$ cat config.mk
export PLATFORM = sky130hd
export DESIGN_NAME = sal_cmd_sched
export DESIGN_NICKNAME = d
export VERILOG_FILES = /design/src/rtl/sal_cmd_sched.sv
export SDC_FILE = /design/constraint.sdc
export NUM_CORES = 1
export LEC_CHECK = 0
export BUFFER_PORTS_ARGS = -buffer_cell sky130_fd_sc_hd__buf_2
export CORE_ASPECT_RATIO = 0.5
export CORE_UTILIZATION = 41
export CTS_CLUSTER_SIZE = 30
export DETAILED_ROUTE_END_ITERATION = 10
export PLACE_DENSITY = 0.77
export SLEW_MARGIN = 20
export SYNTH_ARGS = -nofsm -noshare
export SYNTH_HDL_FRONTEND = slang
export SYNTH_SLANG_ARGS = --single-unit
$ cat constraint.sdc
create_clock -name clk -period 3.3 [get_ports clk]
set_clock_uncertainty 0.2 [all_clocks]
set_input_delay 0.66 -clock clk [delete_from_list [all_inputs] [get_ports clk]]
set_output_delay 0.66 -clock clk [all_outputs]
set_load 0.05 [all_outputs]
$ cat src/rtl/sal_cmd_sched.sv
// DDR2 command scheduler: picks at most one bank request per cycle using fixed class
// priority (REF > PRE > column > ACT) with per-class round-robin and inter-bank timing.

package sal_cmd_sched_pkg;
  typedef logic [13:0] dram_ra_t;
  typedef logic [9:0]  dram_ca_t;
  typedef logic [3:0]  axi_id_t;
  typedef logic [7:0]  axi_len_t;

  typedef enum logic [2:0] {
    CMD_NOP = 3'd0,
    CMD_ACT = 3'd1,
    CMD_RD  = 3'd2,
    CMD_WR  = 3'd3,
    CMD_PRE = 3'd4,
    CMD_REF = 3'd5
  } cmd_e;

  typedef struct packed {
    dram_ra_t ra;
    dram_ca_t ca;
    axi_id_t  id;
    axi_len_t len;
  } bank_payload_t;
endpackage

module sal_cmd_sched
  import sal_cmd_sched_pkg::*;
#(
  parameter int unsigned NUM_BANKS = 4,
  parameter int unsigned T_RRD     = 2,
  parameter int unsigned T_CCD     = 2,
  parameter int unsigned T_WR2RD   = 6,
  parameter int unsigned T_RD2WR   = 4,
  localparam int unsigned BA_W     = $clog2(NUM_BANKS)
) (
  input  logic                            clk,
  input  logic                            rst_n,
  input  logic     [NUM_BANKS-1:0]        act_req_i,
  input  logic     [NUM_BANKS-1:0]        rd_req_i,
  input  logic     [NUM_BANKS-1:0]        wr_req_i,
  input  logic     [NUM_BANKS-1:0]        pre_req_i,
  input  logic     [NUM_BANKS-1:0]        ref_req_i,
  input  dram_ra_t [NUM_BANKS-1:0]        ra_i,
  input  dram_ca_t [NUM_BANKS-1:0]        ca_i,
  input  axi_id_t  [NUM_BANKS-1:0]        id_i,
  input  axi_len_t [NUM_BANKS-1:0]        len_i,
  output logic     [NUM_BANKS-1:0]        act_gnt_o,
  output logic     [NUM_BANKS-1:0]        rd_gnt_o,
  output logic     [NUM_BANKS-1:0]        wr_gnt_o,
  output logic     [NUM_BANKS-1:0]        pre_gnt_o,
  output logic     [NUM_BANKS-1:0]        ref_gnt_o,
  output logic                            cmd_valid_o,
  output logic     [2:0]                  cmd_o,
  output logic     [BA_W-1:0]             ba_o,
  output dram_ra_t                        ra_o,
  output dram_ca_t                        ca_o,
  output axi_id_t                         id_o,
  output axi_len_t                        len_o
);

  localparam int unsigned T_MAX_A = (T_RRD > T_CCD) ? T_RRD : T_CCD;
  localparam int unsigned T_MAX_B = (T_WR2RD > T_RD2WR) ? T_WR2RD : T_RD2WR;
  localparam int unsigned T_MAX   = (T_MAX_A > T_MAX_B) ? T_MAX_A : T_MAX_B;
  localparam int unsigned CNT_W   = (T_MAX < 2) ? 1 : $clog2(T_MAX + 1);

  // First requesting bank at or after ptr, wrapping; MSB flags a hit.
  function automatic logic [BA_W:0] rr_pick(input logic [NUM_BANKS-1:0] req,
                                            input logic [BA_W-1:0]      ptr);
    logic [BA_W:0]   res;
    logic [BA_W-1:0] idx;
    int unsigned     sum;
    res = '0;
    for (int unsigned i = 0; i < NUM_BANKS; i++) begin
      sum = (32'(ptr) + i) % NUM_BANKS;
      idx = BA_W'(sum);
      if (!res[BA_W] && req[idx]) res = {1'b1, idx};
    end
    return res;
  endfunction

  logic [BA_W-1:0]  r_ptr_act, r_ptr_col, r_ptr_pre, r_ptr_ref;
  logic [CNT_W-1:0] r_rrd_cnt, r_ccd_cnt, r_wr2rd_cnt, r_rd2wr_cnt;
  logic             r_cmd_valid;
  cmd_e             r_cmd;
  logic [BA_W-1:0]  r_ba;
  bank_payload_t    r_pl;

  logic                 w_rrd_ok, w_rd_ok, w_wr_ok;
  logic [NUM_BANKS-1:0] w_act_elig, w_col_elig;
  logic [BA_W:0]        w_pick_act, w_pick_col, w_pick_pre, w_pick_ref;
  cmd_e                 w_cmd;
  logic [BA_W-1:0]      w_bank;
  logic [NUM_BANKS-1:0] w_bank_oh;
  logic                 w_issue;

  assign w_rrd_ok = (r_rrd_cnt == '0);
  assign w_rd_ok  = (r_ccd_cnt == '0) && (r_wr2rd_cnt == '0);
  assign w_wr_ok  = (r_ccd_cnt == '0) && (r_rd2wr_cnt == '0);

  // A bank asking for both RD and WR is a RD bank; it is skipped while RD is illegal.
  assign w_act_elig = act_req_i & {NUM_BANKS{w_rrd_ok}};
  assign w_col_elig = (rd_req_i & {NUM_BANKS{w_rd_ok}})
                    | (~rd_req_i & wr_req_i & {NUM_BANKS{w_wr_ok}});

  assign w_pick_ref = rr_pick(ref_req_i,  r_ptr_ref);
  assign w_pick_pre = rr_pick(pre_req_i,  r_ptr_pre);
  assign w_pick_col = rr_pick(w_col_elig, r_ptr_col);
  assign w_pick_act = rr_pick(w_act_elig, r_ptr_act);

  // Fixed class priority selection.
  always_comb begin
    w_cmd  = CMD_NOP;
    w_bank = '0;
    if (w_pick_ref[BA_W]) begin
      w_cmd  = CMD_REF;
      w_bank = w_pick_ref[BA_W-1:0];
    end else if (w_pick_pre[BA_W]) begin
      w_cmd  = CMD_PRE;
      w_bank = w_pick_pre[BA_W-1:0];
    end else if (w_pick_col[BA_W]) begin
      w_bank = w_pick_col[BA_W-1:0];
      w_cmd  = rd_req_i[w_pick_col[BA_W-1:0]] ? CMD_RD : CMD_WR;
    end else if (w_pick_act[BA_W]) begin
      w_cmd  = CMD_ACT;
      w_bank = w_pick_act[BA_W-1:0];
    end
  end

  assign w_issue   = (w_cmd != CMD_NOP);
  assign w_bank_oh = {{(NUM_BANKS-1){1'b0}}, 1'b1} << w_bank;

  assign act_gnt_o = (rst_n && w_cmd == CMD_ACT) ? w_bank_oh : '0;
  assign rd_gnt_o  = (rst_n && w_cmd == CMD_RD)  ? w_bank_oh : '0;
  assign wr_gnt_o  = (rst_n && w_cmd == CMD_WR)  ? w_bank_oh : '0;
  assign pre_gnt_o = (rst_n && w_cmd == CMD_PRE) ? w_bank_oh : '0;
  assign ref_gnt_o = (rst_n && w_cmd == CMD_REF) ? w_bank_oh : '0;

  // Round-robin pointers advance past the granted bank of the winning class only.
  always_ff @(posedge clk or negedge rst_n) begin
    if (!rst_n) begin
      r_ptr_act <= '0;
      r_ptr_col <= '0;
      r_ptr_pre <= '0;
      r_ptr_ref <= '0;
    end else begin
      case (w_cmd)
        CMD_ACT:        r_ptr_act <= BA_W'((32'(w_bank) + 1) % NUM_BANKS);
        CMD_RD, CMD_WR: r_ptr_col <= BA_W'((32'(w_bank) + 1) % NUM_BANKS);
        CMD_PRE:        r_ptr_pre <= BA_W'((32'(w_bank) + 1) % NUM_BANKS);
        CMD_REF:        r_ptr_ref <= BA_W'((32'(w_bank) + 1) % NUM_BANKS);
        default: ;
      endcase
    end
  end

  // Saturating down-counters; loading T-1 makes the next command legal T cycles later.
  always_ff @(posedge clk or negedge rst_n) begin
    if (!rst_n) begin
      r_rrd_cnt   <= '0;
      r_ccd_cnt   <= '0;
      r_wr2rd_cnt <= '0;
      r_rd2wr_cnt <= '0;
    end else begin
      r_rrd_cnt   <= (w_cmd == CMD_ACT) ? CNT_W'(T_RRD - 1)
                   : (r_rrd_cnt != '0) ? r_rrd_cnt - 1'b1 : '0;
      r_ccd_cnt   <= (w_cmd == CMD_RD || w_cmd == CMD_WR) ? CNT_W'(T_CCD - 1)
                   : (r_ccd_cnt != '0) ? r_ccd_cnt - 1'b1 : '0;
      r_rd2wr_cnt <= (w_cmd == CMD_RD) ? CNT_W'(T_RD2WR - 1)
                   : (r_rd2wr_cnt != '0) ? r_rd2wr_cnt - 1'b1 : '0;
      r_wr2rd_cnt <= (w_cmd == CMD_WR) ? CNT_W'(T_WR2RD - 1)
                   : (r_wr2rd_cnt != '0) ? r_wr2rd_cnt - 1'b1 : '0;
    end
  end

  // Command register; address fields hold their last value when idle.
  always_ff @(posedge clk or negedge rst_n) begin
    if (!rst_n) begin
      r_cmd_valid <= 1'b0;
      r_cmd       <= CMD_NOP;
      r_ba        <= '0;
      r_pl        <= '0;
    end else begin
      r_cmd_valid <= w_issue;
      r_cmd       <= w_cmd;
      if (w_issue) begin
        r_ba     <= w_bank;
        r_pl.ra  <= ra_i[w_bank];
        r_pl.ca  <= ca_i[w_bank];
        r_pl.id  <= id_i[w_bank];
        r_pl.len <= len_i[w_bank];
      end
    end
  end

  assign cmd_valid_o = r_cmd_valid;
  assign cmd_o       = r_cmd;
  assign ba_o        = r_ba;
  assign ra_o        = r_pl.ra;
  assign ca_o        = r_pl.ca;
  assign id_o        = r_pl.id;
  assign len_o       = r_pl.len;

endmodule

==> flow_summary.toml <==
[status]
outcome = "finished with violations"
violations = "negative setup slack"

[global_route]
grt_max_degree = 41
grt_pass1_wl_um = 21200
grt_overflow = 0
grt_usage_pct = 25.04
grt_pass1_vias = 4381
antenna_found_initial = 0

[clocking]
numClockSinks = 62
htreeDepth = 3
insertion_delay_ps = 330
holdBufCountCts = 0
cts_buffers = 9
cts_tree = "built"
root_buffer = "clkbuf_16"
cts.clk_slew.worst_paths_ps = 50
cts_buffer_depth = 2

[min_path]
min_from = "ba_o[1]"
hold_class = "flip-flop to flip-flop"
holdPathEnd = "ba_o[1]"
holdPathStages = 2

[layout]
fillers = 740
syn_to_final_growth_pct = 60.21
multi_input_area_sq_um = 2649
n_antenna_cell = 0
nets = 890
stdcell_area_sq_um = 6731
regArea_sq_um = 1551
drive_above_1_share_pct = 57.12

[worst_setup_path]
max_stage_delay_ps = 530
critPathLaunch = "r_wr2rd_cnt[0]"
crit_path_max_fanout = 6
crit_chain = "nor2_2 -> ha_2 -> or4b_4 -> a2111oi_4 -> a41oi_2 -> a31oi_1 -> nor2_2 -> mux2i_2 -> mux2_4 -> nor3b_4 -> buf_6"
critPathKind = "flip-flop to output pin"
slowest_stage = "or4b_4"
reg2reg_to = "ra_o[10]"
worst-r2r-cell-count = 14
crit_required_ps = 2440
crit_arrival_ps = 3220
r2r_slack_ps = -50
timing.rr.start = "r_wr2rd_cnt[0]"
cp_common_cell = "nor2_2"
startpoint_type = "flip-flop"
end_kind = "output pin"

[placed_design]
hpwlAfterDp_um = 10030
gp_congestion = 0.9114
numPortBuffers = 227
dpl_cell_area_sq_um = 6080
pre_cts_slack_ps = -563.1

[die]
dieArea_sq_um = 10680
die_width_um = 145.2
start_util_pct = 43.33
core_sq_um = 9697
io_pins = 228
rows = 25
die_height_um = 73.58

[drt]
postRouteAntennaNets = 0
vias = 4548
drt_pre_antenna_iters = 4
vias_per_cell = 5.301
wl_per_cell_um = 16.45
wirelength_um = 14110
drc_errors = 0
drt_iter0_drc = 232

[sta]
max_freq_ghz = 0.2448
period_needed_ps = 4084
drv_slew = 0
relSlewSlack_pct = 61.80
period_share_pct = 123.8
worstMarginPinSlew_ps = 567.0
setup_viol = 38
hold_viol_final = 0
rsz0062_at_grt = "yes"
setup_ws_ps = -784.5

[yosys]
synthArstFlopShare_pct = 100.0
synth_cells = 425
syn_area_per_cell_sq_um = 9.886
synth_seq_area_share_pct = 36.93
synth_nets = 597
ys_warn_count = 0
ys_types = 60
ys_seq_elements = 62
netlist_area_sq_um = 4202
ys.flop_type = "dfrtp_1"
synth_edf_count = 0

[job]
cap_violations = 0

[pwr]
powerDensity_nw_per_um2 = 827.6
leakage_uw = 0.003343
irDropWorstVdd_mv = 0.4642
[synth_stat cells, types with 8 or more instances]
cell	number	share of area (%)
clkbuf_1	8	0.71
nor2_1	13	1.2
mux2_2	29	7.8
o22ai_1	34	5.1
inv_1	14	1.3
dfrtp_1	62	37
mux2_4	9	3.2
and3_1	8	1.2
nand2_1	32	2.9
o22ai_2	8	2.4
nand2b_1	8	1.2
nor2b_1	9	1.3
o21ai_0	13	1.5
a21oi_1	48	5.7
mux2i_1	39	9.3
[how the worst max path moves through the flow]
stage	slack, ps	end	cells past startpoint
after CTS	-750	wr_gnt_o[2]	10
after global placement	-540	wr_gnt_o[0]	11
after floorplan	-510	rd_gnt_o[0]	14
after detailed placement	-560	wr_gnt_o[2]	11
after global routing	-830	rd_gnt_o[3]	11
final	-780	rd_gnt_o[3]	11
[flip-flops by register name (all words and copies together), names as in the netlist, 3 cells and up]
| name | cells |
|---|---|
| ca_o | 10 |
| cmd_o | 3 |
| id_o | 4 |
| len_o | 8 |
| r_ccd_cnt | 3 |
| r_rd2wr_cnt | 3 |
| r_rrd_cnt | 3 |
| r_wr2rd_cnt | 3 |
| ra_o | 14 |
[repair_timing]
action,CTS,global route
hold endpoints to repair,0,0
setup buffers,4,7
gates resized for setup,43,18
pin swaps,3,7
gates cloned,2,2
endpoints found under the setup margin,56,57
[cell usage in the layout, fill, tap and decap left out, drive strengths merged, types with 2 or more instances in the layout]
cell type	Yosys	final
or4	3	3
and3	8	8
nand2b	8	8
inv	14	15
dfrtp	62	62
buf	17	303
a32oi	2	2
nor3	2	2
nor2b	9	9
o2bb2ai	2	2
or3	3	3
o21ai	14	14
clkinv	0	3
o22ai	42	42
mux2i	39	39
a21o	2	2
nor3b	6	6
nand2	32	32
o21a	4	4
mux2	38	39
nor4	5	5
a21oi	49	49
clkbuf	8	11
nor4b	3	3
and2	6	6
ha	6	6
a221oi	2	2
and4	4	4
nor2	14	14
clkinvlp	0	3
a22oi	2	2
[through the flow]
step	util [%]	setup TNS [ps]	std cells	total power (uW)	hold slack (ps)
finish	69.42	-14180	858	5571	275.8
global route	69.42	-21020	858	5814	302.2
CTS	67.68	-16820	849	5355	282.9
detailed placement	62.70	-20400	828	4325	269.1
global placement	62.70	-18370	828	4258	253.8
floorplan	-	-7777	425	3571	164.4
[report_power, final]
| part | switching [uW] | leakage (uW) | internal (uW) |
|---|---|---|---|
| Combinational | 2070 | 0.00248 | 1430 |
| Sequential | 170 | 0.000739 | 1030 |
| Clock | 357 | 0.000128 | 508 |
| Total | 2600 | 0.00334 | 2970 |
[layout make-up]
type | instances | area share [%]
multi-input cells | 325 | 39.35
repair buffers | 306 | 30.11
inverters | 14 | 0.8922
clock inverters | 7 | 0.7435
well taps | 135 | 2.509
flip-flops and latches | 62 | 23.05
clock buffers | 9 | 3.346
[cells by family (layout without fill, tap and decap cells)]
| family | after synthesis | in the layout | share of synthesized area [%] |
|---|---|---|---|
| flip-flops | 62 | 62 | 36.93 |
| buffers and inverters | 39 | 336 | 5.360 |
| multiplexers | 77 | 78 | 20.28 |
| AO/OA/AOI/OAI | 135 | 135 | 21.35 |
| AND/OR/NAND/NOR | 106 | 106 | 14.29 |
| adder cells (fa/ha/maj) | 6 | 6 | 1.787 |
[critical path: cells and delay by family (launching register included)]
kind                       cells  cell delay [ps]
buffers and inverters          1              190
DFF                            1              390
AOI/OAI and AO/OA              3              530
muxes                          2              540
and+or+nand+nor                4             1010
adders and majority gates      1              210
[metal layers]
metal  routed length (um)  vias to the layer above  global-route usage [%]
li1                     -                     2201                       -
met1                 5870                     2171                   29.74
met2                 7373                      152                   46.53
met3                  588                       24                   4.410
met4                  280                        0                   9.123
met5                    0                        -                       0
(Power assumes the default switching activity.)
